`config.mk`:
```
export PLATFORM = sky130hd
export DESIGN_NAME = mvau_weight_mem_pe
export DESIGN_NICKNAME = d
export VERILOG_FILES = /design/src/rtl/mvau_wmem_pkg.sv /design/src/rtl/mvau_wmem_bank.sv /design/src/rtl/mvau_weight_mem_pe.sv
export SDC_FILE = /design/constraint.sdc
export NUM_CORES = 1
export LEC_CHECK = 0
export CAP_MARGIN = 20
export CORE_MARGIN = 10
export CORE_UTILIZATION = 53
export CTS_CLUSTER_DIAMETER = 80
export DETAILED_ROUTE_END_ITERATION = 6
export PLACE_DENSITY = 0.82
export REMOVE_ABC_BUFFERS = 1
export SLEW_MARGIN = 20
export SYNTH_ARGS = -nofsm -noshare
export SYNTH_HDL_FRONTEND = slang
export SYNTH_HIERARCHICAL = 1
export SYNTH_SLANG_ARGS = --single-unit
```
`constraint.sdc`:
```
create_clock -name aclk -period 1.7 [get_ports aclk]
set_input_delay 0.255 -clock aclk [delete_from_list [all_inputs] [get_ports aclk]]
set_output_delay 0.255 -clock aclk [all_outputs]
set_load 0.02 [all_outputs]
```
`src/rtl/mvau_wmem_pkg.sv`:
```
// Shared types and helpers for the PE-banked MVAU weight memory.
package mvau_wmem_pkg;

    typedef enum logic [1:0] {
        EMPTY = 2'd0,
        LOAD  = 2'd1,
        READY = 2'd2
    } wmem_state_t;

    localparam int unsigned DEF_PE           = 32'd2;
    localparam int unsigned DEF_SIMD         = 32'd2;
    localparam int unsigned DEF_TW           = 32'd1;
    localparam int unsigned DEF_WMEM_DEPTH   = 32'd4;
    localparam int unsigned DEF_WMEM_ADDR_BW = 32'd2;

    // Counter width for a range of n values, never narrower than one bit.
    function automatic int unsigned cnt_bw(input int unsigned n);
        return (n > 32'd1) ? $clog2(n) : 32'd1;
    endfunction

endpackage

```
`src/rtl/mvau_wmem_bank.sv`:
```
// One PE weight bank: simple dual-port RAM, one write port, registered read port.
module mvau_wmem_bank #(
    parameter int unsigned DW    = 32'd2,
    parameter int unsigned DEPTH = 32'd4,
    parameter int unsigned AW    = 32'd2
) (
    input  logic          aclk,
    input  logic          aresetn,
    input  logic          we,
    input  logic [AW-1:0] waddr,
    input  logic [DW-1:0] wdata,
    input  logic          re,
    input  logic [AW-1:0] raddr,
    output logic [DW-1:0] rdata
);

    (* ram_style = "auto" *) logic [DW-1:0] mem_r [DEPTH];
    logic [DW-1:0] rdata_r;

    // Write port; array contents are deliberately left out of reset.
    always_ff @(posedge aclk) begin
        if (we) begin
            mem_r[waddr] <= wdata;
        end
    end

    // Registered read port; holds its word between reads.
    always_ff @(posedge aclk or negedge aresetn) begin
        if (!aresetn) begin
            rdata_r <= {DW{1'b0}};
        end else if (re) begin
            rdata_r <= mem_r[raddr];
        end
    end

    assign rdata = rdata_r;

endmodule

```
`src/rtl/mvau_weight_mem_pe.sv`:
```
// Runtime-loadable PE-banked MVAU weight memory: load FSM, banks, range check.
// Optional macro MVAU_WMEM_OREG_EN adds an output register (read latency 2).
module mvau_weight_mem_pe
    import mvau_wmem_pkg::*;
#(
    parameter int unsigned PE           = DEF_PE,
    parameter int unsigned SIMD         = DEF_SIMD,
    parameter int unsigned TW           = DEF_TW,
    parameter int unsigned WMEM_DEPTH   = DEF_WMEM_DEPTH,
    parameter int unsigned WMEM_ADDR_BW = DEF_WMEM_ADDR_BW
) (
    input  logic                     aclk,
    input  logic                     aresetn,
    input  logic                     wload_start,
    input  logic                     wload_valid,
    output logic                     wload_ready,
    input  logic [SIMD*TW-1:0]       wload_data,
    output logic                     wload_done,
    input  logic                     rd_en,
    input  logic [WMEM_ADDR_BW-1:0]  rd_addr,
    output logic                     rd_ready,
    output logic [PE*SIMD*TW-1:0]    wmem_out,
    output logic                     wmem_valid
);

    localparam int unsigned DW    = SIMD * TW;
    localparam int unsigned OW    = PE * DW;
    localparam int unsigned PE_BW = cnt_bw(PE);
    localparam int unsigned AW    = cnt_bw(WMEM_DEPTH);

    wmem_state_t   state_r;
    wmem_state_t   state_nxt_s;
    logic          wload_ready_r;
    logic          wload_done_r;
    logic          rd_ready_r;
    logic [PE_BW-1:0] pe_cnt_r;
    logic [AW-1:0] addr_cnt_r;
    logic          accept_s;
    logic          last_beat_s;
    logic          rd_acc_s;
    logic          in_range_s;
    logic          in_range_r;
    logic          rd_vld_r;
    logic [OW-1:0] bank_q_s;
    logic [OW-1:0] rd_data_s;

    assign accept_s    = wload_valid & wload_ready_r;
    assign last_beat_s = accept_s && (pe_cnt_r == PE_BW'(PE - 1))
                                  && (addr_cnt_r == AW'(WMEM_DEPTH - 1));
    assign rd_acc_s    = rd_en & rd_ready_r;
    assign in_range_s  = ({1'b0, rd_addr} < (WMEM_ADDR_BW + 1)'(WMEM_DEPTH));

    // Next-state logic; a start always wins over completing the final beat.
    always_comb begin
        state_nxt_s = state_r;
        case (state_r)
            EMPTY: begin
                if (wload_start) state_nxt_s = LOAD;
                else             state_nxt_s = EMPTY;
            end
            LOAD: begin
                if (wload_start)      state_nxt_s = LOAD;
                else if (last_beat_s) state_nxt_s = READY;
                else                  state_nxt_s = LOAD;
            end
            READY: begin
                if (wload_start) state_nxt_s = LOAD;
                else             state_nxt_s = READY;
            end
            default: state_nxt_s = EMPTY;
        endcase
    end

    // State register; handshake flags are decoded from the next state so they track state_r.
    always_ff @(posedge aclk or negedge aresetn) begin
        if (!aresetn) begin
            state_r       <= EMPTY;
            wload_ready_r <= 1'b0;
            wload_done_r  <= 1'b0;
            rd_ready_r    <= 1'b0;
        end else begin
            state_r       <= state_nxt_s;
            wload_ready_r <= (state_nxt_s == LOAD);
            wload_done_r  <= (state_nxt_s == READY);
            rd_ready_r    <= (state_nxt_s == READY);
        end
    end

    // Load counters: PE-minor, address-major; a start rewinds after any same-cycle write.
    always_ff @(posedge aclk or negedge aresetn) begin
        if (!aresetn) begin
            pe_cnt_r   <= {PE_BW{1'b0}};
            addr_cnt_r <= {AW{1'b0}};
        end else if (wload_start) begin
            pe_cnt_r   <= {PE_BW{1'b0}};
            addr_cnt_r <= {AW{1'b0}};
        end else if (accept_s) begin
            if (pe_cnt_r == PE_BW'(PE - 1)) begin
                pe_cnt_r <= {PE_BW{1'b0}};
                if (addr_cnt_r == AW'(WMEM_DEPTH - 1)) addr_cnt_r <= {AW{1'b0}};
                else                                   addr_cnt_r <= addr_cnt_r + AW'(1);
            end else begin
                pe_cnt_r <= pe_cnt_r + PE_BW'(1);
            end
        end
    end

    for (genvar p = 0; p < PE; p++) begin : g_bank
        mvau_wmem_bank #(
            .DW    (DW),
            .DEPTH (WMEM_DEPTH),
            .AW    (AW)
        ) u_bank (
            .aclk    (aclk),
            .aresetn (aresetn),
            .we      (accept_s && (pe_cnt_r == PE_BW'(p))),
            .waddr   (addr_cnt_r),
            .wdata   (wload_data),
            .re      (rd_acc_s),
            .raddr   (rd_addr[AW-1:0]),
            .rdata   (bank_q_s[p*DW +: DW])
        );
    end

    // Read-stage tracking; the range flag only changes on an accepted read so the output holds.
    always_ff @(posedge aclk or negedge aresetn) begin
        if (!aresetn) begin
            rd_vld_r   <= 1'b0;
            in_range_r <= 1'b0;
        end else begin
            rd_vld_r <= rd_acc_s;
            if (rd_acc_s) in_range_r <= in_range_s;
        end
    end

    assign rd_data_s = in_range_r ? bank_q_s : {OW{1'b0}};

`ifdef MVAU_WMEM_OREG_EN
    logic [OW-1:0] out_r;
    logic          out_vld_r;

    // Output register stage; captures only on a valid first-stage read.
    always_ff @(posedge aclk or negedge aresetn) begin
        if (!aresetn) begin
            out_r     <= {OW{1'b0}};
            out_vld_r <= 1'b0;
        end else begin
            out_vld_r <= rd_vld_r;
            if (rd_vld_r) out_r <= rd_data_s;
        end
    end

    assign wmem_out   = out_r;
    assign wmem_valid = out_vld_r;
`else
    assign wmem_out   = rd_data_s;
    assign wmem_valid = rd_vld_r;
`endif

    assign wload_ready = wload_ready_r;
    assign wload_done  = wload_done_r;
    assign rd_ready    = rd_ready_r;

endmodule

```
## Word level (Yosys, flattened, before mapping)

Memories as Yosys holds them, arrays and structs flattened. A register that Yosys moved wholly into a read port is not among the register bits.
Index checks and enable logic that the tools add are counted.

- Add/subtract/negate cells: 2
- Eq/ne operators: 5
- Muxes and demuxes: 17
- Bitwise gates (word level): 3
- Reduce and logical (&&, ||, !) cells: 9

Operator list:

| cell | count |
|---|---|
| 2-to-1 mux 2 bit | 7 |
| 2-to-1 mux 1 bit | 8 |
| equality test 2 bit, second input constant | 3 |
| case mux 2 bit (3 select lines) | 1 |
| equality test 2 x 1 -> 1 bit, second input constant | 2 |
| 2-to-1 mux 4 bit | 1 |
| nonzero test 2 bit | 2 |
| logical AND 1 bit | 3 |
| adder 2 x 1 -> 2 bit, second input constant | 1 |
| bitwise AND 1 bit | 2 |
| zero test 1 bit | 2 |
| zero test 2 bit | 1 |
| AND reduction 2 bit | 1 |
| adder 1 bit, second input constant | 1 |
| NOT 1 bit | 1 |

- Flip-flop bits (word level): 9
- Bits in writable memories: 16
- Input bits: 9
- Output and inout port bits: 8
- Logic and storage cells: 45
- Memories: 2

Memories:

| memory | words | width | read ports | clocked after memory_dff | wr ports | RTL line | source |
|---|---|---|---|---|---|---|---|
| g_bank[0].u_bank.mem_r | 4 | 2 | 1 | 1 | 1 | mvau_wmem_bank.sv:17 | `(* ram_style = "auto" *) logic [DW-1:0] mem_r [DEPTH];` |
| g_bank[1].u_bank.mem_r | 4 | 2 | 1 | 1 | 1 | mvau_wmem_bank.sv:17 |  |

## Longest topological paths before layout

Gate-level depths: netlist of the first run.

- Depth after elaboration: 7
- Depth in mapped cells: 4
- Mapped depth without buffers: 4

## Hierarchy

The synthesis of the first run kept the hierarchy.

Modules (own cells, without submodules):

| module | instances | cells an instance | area an instance (sq um) | seq. area each (sq um) |
|---|---|---|---|---|
| mvau_wmem_bank | 2 | 26 | 411.6 | 290.3 |
| mvau_weight_mem_pe | 1 | 37 | 434.2 | 225.2 |

## Least setup slack after synthesis of the first run

No wires, ideal clock.

- Kind: register -> register
- Start: register wload_ready_r, in the netlist wload_ready
- End: memory g_bank[1].u_bank/mem_r[0][0] in the netlist's numbering, enable pin
- Setup time: 0.332 ns
- Data arrival time: 1.040 ns
- Data required time: 1.368 ns
- Path slack: 0.328 ns
- Cell stages (with the launch flop): 4
- Buffers on the path: 1
- Period minus slack after synthesis: 1.372 ns
- Cells stage by stage: dfrtp_1 and3_1 buf_6 nor3b_1

- Cells in the longest elaborated chain, start to end: 4

RTL lines:

| item | RTL line | source |
|---|---|---|
| start: declaration | mvau_weight_mem_pe.sv:33 | `logic wload_ready_r;` |
| start signal: assignment | mvau_weight_mem_pe.sv:83 | `wload_ready_r <= (state_nxt_s == LOAD);` |
| bitwise AND 1 bit | mvau_weight_mem_pe.sv:47 | `assign accept_s = wload_valid & wload_ready_r;` |
| logical AND 1 bit | mvau_weight_mem_pe.sv:116 | `.we (accept_s && (pe_cnt_r == PE_BW'(p))),` |
| 2-to-1 mux 1 bit | mvau_wmem_bank.sv:22 | `if (we) begin` |
| 2-to-1 mux 1 bit (implied by the code) | mvau_wmem_bank.sv:23 | `mem_r[waddr] <= wdata;` |
| end: declaration | mvau_wmem_bank.sv:17 |  |

Every way passes these cells.

## Final worst setup path of the first run

- Start: register wload_ready_r, in the netlist wload_ready
- End: output port wload_ready

RTL lines:

| item | RTL line | source |
|---|---|---|
| end: declaration | mvau_weight_mem_pe.sv:16 | `output logic wload_ready,` |

No word-level cell between the ends.

==> flow_summary.ini, run 1 <==
[grt]
grt_max_degree = 14
gr-usage-all-layers_pct = 9.80
grt_pass1_vias = 764
antenna_found_initial = 0
grt_first_pass_wirelength_mm = 3.38
grt-ovfl-total = 0

[sta]
finalCritPeriodShare_pct = 93.6
fin_setup_tns_ps = 0
setup_violations = 0
slew_headroom_pct = 58.4
worst_slack_ps = 109
fin_crit_ps = 1590
max_slew.worst_pin.slew_ps = 622
finClkSkew_ps = 8.51
fmax_mhz = 628
final-max-slew-violation-count = 0
rsz0062_at_grt = no
hold_violations = 0

[synthesis]
netlist.area_leader.share_pct = 38.2
yosys.area_share.simple_pct = 15.7
yosys_warnings = 6
ys_ff_latch = 29
avgSynthCellArea_um2 = 14.1
syn_inst = 89
ys_types = 24
synth_compound_area_share_pct = 6.97
synth_fa_ha_area_share_pct = 0.995
synth_area_leaders = edfxtp_1 (38%), dfrtp_1 (26%), mux2i_1 (7.2%)
synth_top_family_by_area = simple AND/OR/NAND/NOR gates
syn-cell-area_um2 = 1260
synth_area_leader_cell = edfxtp_1
ys_seq_area_share_pct = 64.1
synth-xor-area-share_pct = 0
synthMuxAreaShare_pct = 8.36

[power]
p_leak_nw = 0.617
max-vdd-ir-drop_mv = 0.617
p_per_area_nw_per_um2 = 826
p_seq_share_pct = 62.7
p_int_mw = 0.957
switching_share_pct = 21.1
p_comb_share_pct = 6.1
total_power_mw = 1.21
power.share.clock_pct = 31.1
switchingPower_mw = 0.257

[placed_design]
place.gp.congestion = 0.698
post_dp_cell_area_um2 = 1430
hpwl_mm = 1.51
io_buffer_count = 16
place_ws_ps = 27.6

[worst_setup_path]
worst-path-stages = 1
cp-end-kind = output port
crit-reg2reg-launch = pe_cnt_r$_DFFE_PN0P_
cp_data_required_time_ps = 1440
timing.rr.end = g_bank[0].u_bank/mem_r[0][0]$_DFFE_PP_
critPathBufInv = 1
path_max_fanout = 4
cp_top_family = buffers and inverters
crit_type = reg2out
reg2reg_depth = 3
cp_slowest_stage_delay_ps = 630
crit_slowest_cell = clkdlybuf4s50_1
arrival_ps = 1340
startpoint = wload_ready$_DFF_PN0_
path_cells = clkdlybuf4s50_1
crit_path_end = wload_ready
cp-start-kind = flip-flop
rrSetupSlack_ps = 350

[cts]
clk_pin_slew_ps = 90
clock-root-buffer = clkbuf_4
cts_buffer_depth = 2
clock-sinks = 29
tritoncts = yes
htree_levels = 2
insertion_delay_ps = 320
cts_made_buffers = 5
cts_hold_buffers = 0

[route]
ant_nets = 0
drtPass1Iterations = 4
wire_per_inst_um = 14.6
drc = 0
wl_mm = 2.03
vias = 727
drt_first_iter_violations = 27
vias_per_cell = 5.23

[layout]
final_nets = 120
postLayoutCoreUtil_pct = 65.8
n_antenna_cell = 0
final_common_cell = edfxtp_1
drive_gt1_share_pct = 9.01
syn_to_final_growth_pct = 16.9
final_cell_mix = edfxtp_1 (16), dfrtp_1 (13), clkdlybuf4s50_1 (12), mux2i_1 (9), nand2b_1 (8)
finish.instance_area_um2 = 1470

[die]
fp-row-count = 17
fp.dieW_um = 68.7
start_util_pct = 56.3
die_area_um2 = 4720
core_area_um2 = 2230
die_height_um = 68.7
ioPinCount = 17

[run]
drv_cap = 0

[run_status]
status = finished, final reports clean

[worst_hold_path]
hold_path_class = in2async
layout make-up:
cell class              instances  area (um2)
clock buffers                   8        48.8
flip-flops and latches         29         806
multi-input cells              54         403
fillers                       183         763
repair buffers                 18         170
inverters                       2        7.51
well taps                      28        35.0
sequential cells by signal, summed over array words and instances (netlist names):
register	flops
pe_cnt_r	1
addr_cnt_r	2
wmem_valid	1
g_bank.u_bank/mem_r	16
wload_ready	1
state_r	2
g_bank.u_bank/rdata	4
rd_ready	1
in_range_r	1
layer usage:
layer	part of all wire, %	vias up	global-route usage, %
met5	0	-	0
met4	1.0	0	5.17
met3	9.6	4	5.31
met2	50	19	16.8
met1	39	334	9.25
li1	-	370	-
how the worst min path moves through the flow:
stage | startpoint | end | slack [ps] | depth (start not counted)
final | aresetn | addr_cnt_r[0]$_DFFE_PN0P_ | 320 | 1
after global routing | aresetn | wmem_valid$_DFF_PN0_ | 350 | 1
after CTS | aresetn | addr_cnt_r[0]$_DFFE_PN0P_ | 320 | 1
after detailed placement | g_bank[1].u_bank/rdata[0]$_DFFE_PN0P_ | g_bank[1].u_bank/rdata[0]$_DFFE_PN0P_ | 480 | 2
after global placement | g_bank[1].u_bank/rdata[0]$_DFFE_PN0P_ | g_bank[1].u_bank/rdata[0]$_DFFE_PN0P_ | 480 | 2
after floorplan | aresetn | addr_cnt_r[0]$_DFFE_PN0P_ | -40 | 0
cell families after synthesis:
group,count (synthesis)
compound gates,10
fa+ha+maj,1
buf+inv,6
flops,29
mux,10
simple gates,33
synthesized netlist by cell type:
cell type	count
a21oi_1	1
o221ai_1	4
mux2_4	1
ha_1	1
and3_1	3
and2_1	6
dfrtp_1	13
nor2_1	3
nor3_1	1
inv_1	2
edfxtp_1	16
nand3b_1	1
buf_6	3
buf_4	1
nand2b_1	8
nor3b_1	3
a21bo_2	1
a32o_1	2
nand2_1	4
a311oi_1	2
mux2i_1	9
and3b_1	2
or2_2	1
nor2b_1	1
power by group through the flow:
stage	logic, mW	clock network [mW]	registers [mW]
floorplan	0.0312	0	0.775
global placement	0.0731	0	0.776
detailed placement	0.0748	0	0.777
CTS	0.0753	0.389	0.762
global route	0.0825	0.429	0.764
finish	0.0745	0.378	0.761
stage by stage:
step	hold WS (ps)	std cells
after floorplan	-40.6	85
after CTS	321	139
final	321	139
after global placement	480	131
after global routing	355	139
after detailed placement	480	131
what timing repair did:
action                     in CTS  in global routing
gates resized for setup         4                  0
buffers inserted                0                  0
setup endpoints to repair       4                  0
hold endpoints to repair        0                  0
No activity file was read; power rests on OpenSTA's default activity.
==> inputs of run 2 (changes only) <==
Settings changed: CTS_CLUSTER_SIZE set to 30.
==> results of run 2 <==
The final DEF is identical to that of run 1; final timing and power are the same.
==> inputs of run 3 (changes only) <==
Settings changed: CELL_PAD_IN_SITES_DETAIL_PLACEMENT set to 1, CELL_PAD_IN_SITES_GLOBAL_PLACEMENT set to 2, CORE_UTILIZATION 53 to 37, PLACE_DENSITY 0.82 to 0.81, SYNTH_HIERARCHICAL 1 to not set.
==> run 3 against run 2 <==
Register-to-register slack worse by 30 ps. Clock power up 2%. Total power grew 1.1%. Critical endpoint unchanged. Critical path type unchanged. Synthesized cell count down 12%. Via count fell by 7.0%.
==> flow_summary.ini, run 3 <==
[run_status]
status = finished, final reports clean

[grt]
gr-usage-all-layers_pct = 7.65
antenna_found_initial = 0
grt_pass1_vias = 724
grt_max_degree = 14
grt-ovfl-total = 0
grt_first_pass_wirelength_mm = 3.52

[route]
wl_mm = 2.07
drtPass1Iterations = 3
ant_nets = 0
drt_first_iter_violations = 11
wire_per_inst_um = 14.3
drc = 0
vias_per_cell = 4.66
vias = 676

[sta]
finalCritPeriodShare_pct = 94.6
fmax_mhz = 622
fin_crit_ps = 1610
slew_headroom_pct = 73.3
rsz0062_at_grt = no
setup_violations = 0
final-max-slew-violation-count = 0
hold_violations = 0
max_slew.worst_pin.slew_ps = 394
finClkSkew_ps = 7.99

[worst_setup_path]
critPathBufInv = 1
cp-end-kind = output port
path_cells = clkdlybuf4s50_1
path_max_fanout = 4
cp_data_required_time_ps = 1440
cp_slowest_stage_delay_ps = 630
cp_top_family = buffers and inverters
crit_slowest_cell = clkdlybuf4s50_1
arrival_ps = 1350
crit_type = reg2out
cp-start-kind = flip-flop

[layout]
final_common_cell = edfxtp_1
n_antenna_cell = 0
multi_input_area_um2 = 385
final_nets = 113
finish.instance_area_um2 = 1470
drive_gt1_share_pct = 9.90
syn_to_final_growth_pct = 21.0
largest_reg_flops = 16
seq_area_um2 = 806
top_register = g_bank.u_bank.mem_r
final_cell_mix = edfxtp_1 (16), dfrtp_1 (13), clkdlybuf4s50_1 (12), and2_1 (11), nor2_1 (6)
stdcell_count = 145
fillers = 335

[placed_design]
post_dp_cell_area_um2 = 1430
hpwl_mm = 1.56
dp_cells = 137
place.gp.congestion = 0.670
io_buffer_count = 16

[die]
ioPinCount = 17
die_height_um = 77.4
fp-row-count = 20
die_area_um2 = 5980
core_area_um2 = 3100
start_util_pct = 39.2
fp.dieW_um = 77.4

[power]
max-vdd-ir-drop_mv = 0.436
p_comb_share_pct = 6.2
p_leak_nw = 0.640
switching_share_pct = 21.6
p_int_mw = 0.962
p_per_area_nw_per_um2 = 833
switchingPower_mw = 0.265
p_seq_share_pct = 62.3
power.share.clock_pct = 31.5
total_power_mw = 1.23

[synthesis]
avgSynthCellArea_um2 = 15.6
synth-async-reset-ratio_pct = 44.8
synth_area_leaders = edfxtp_1 (39%), dfrtp_1 (27%), mux4_1 (8.6%)
syn-cell-area_um2 = 1220
synth_edf_count = 16
synth_ff_type = edfxtp_1
syn_inst = 78
yosysMostFrequentCell = edfxtp_1
ys_ff_latch = 29
ys_seq_area_share_pct = 66.2
ys_types = 19
synth_area_leader_cell = edfxtp_1
yosys_warnings = 0
netlist.area_leader.share_pct = 39.5
synth.top_cells.by_count = edfxtp_1 (16), dfrtp_1 (13), and2_1 (11), nor2_1 (6)

[cts]
cts_made_buffers = 5
cts_buffer_depth = 2
cts_setup_buffers = 0
clk_pin_slew_ps = 90
cts_resized = 4
insertion_delay_ps = 330
clock-sinks = 29
cts_hold_buffers = 0
tritoncts = yes
clock-root-buffer = clkbuf_4
htree_levels = 2

[run]
drv_cap = 0

[worst_hold_path]
hold_path_class = in2async
run 3: cell types whose count changed after synthesis, moves of 3 or more:
cell      previous run  this run
and2_1               6        11
buf_6                3         0
ha_1                 1         4
mux2_2               0         4
mux2i_1              9         2
mux4_1               0         4
nand2b_1             8         1
nor2_1               3         6
nor3b_1              3         0
o221ai_1             4         0
run 3: final cells by class:
cell class / count / area share (%)
tap: 44 / 3.74
inverter: 4 / 1.02
timing repair buffer: 17 / 11.0
sequential: 29 / 54.7
multi-input combinational: 43 / 26.2
clock buffer: 8 / 3.31
run 3: worst register-to-register path, cell delays in order, from the launching register on:
cell and delay (ps):
dfrtp_1 430, ha_1 210, nand4_1 160, nor4b_1 400
a21o_1 130
run 3: routing by layer:
layer / up-vias / share of wire [%] / GRT usage [%]
met1: 327 / 40 / 7.73
met2: 16 / 50 / 12.1
met4: 0 / 2.7 / 4.93
met3: 8 / 7.4 / 4.15
li1: 325 / - / -
met5: - / 0 / 0
run 3: stage by stage:
step / hold slack (ps) / util, % / setup TNS, ps / worst slack (ps)
after floorplan: -40.6 / - / 0 / 507
after detailed placement: 490 / 46.0 / -432 / -119
after global routing: 231 / 47.5 / 0 / 23.1
after CTS: 229 / 47.5 / 0 / 71.7
after global placement: 487 / 46.0 / -344 / -86.9
final: 231 / 47.5 / 0 / 91.4
run 3: power groups by stage:
stage	clock, mW	combinational (mW)	sequential [mW]
2_1_floorplan	0	0.0347	0.778
3_3_place_gp	0	0.0757	0.779
3_5_place_dp	0	0.0788	0.780
4_1_cts	0.405	0.0792	0.765
5_1_grt	0.435	0.0863	0.767
6_report	0.386	0.0759	0.765
run 3: cells by family (layout without fill, tap and decap cells):
kind of cell / after synthesis / in the layout / synth area share, %
adders and majority gates: 4 / 4 / 4.11
xor gates and xnor gates: 1 / 1 / 0.720
AOI/OAI and AO/OA: 5 / 5 / 2.47
and+or+nand+nor: 23 / 23 / 10.4
DFF: 29 / 29 / 66.2
muxes: 10 / 10 / 14.0
buffers and inverters: 6 / 29 / 2.16
run 3: worst paths after layout:
path                       depth (start not counted)  slack [ps]                                   from                                    end
max                                                1          90                  wload_ready$_DFF_PN0_                            wload_ready
min                                                2         230                                aresetn                   wmem_valid$_DFF_PN0_
min reg2reg                                        1         500  g_bank[1].u_bank.rdata[1]$_DFFE_PN0P_  g_bank[1].u_bank.rdata[1]$_DFFE_PN0P_
min in group aclk                                  1         500  g_bank[1].u_bank.rdata[1]$_DFFE_PN0P_  g_bank[1].u_bank.rdata[1]$_DFFE_PN0P_
max reg2reg                                        4         320              addr_cnt_r[0]$_DFFE_PN0P_                     rd_ready$_DFF_PN0_
max in group asynchronous                          2        1300                                aresetn              addr_cnt_r[1]$_DFFE_PN0P_
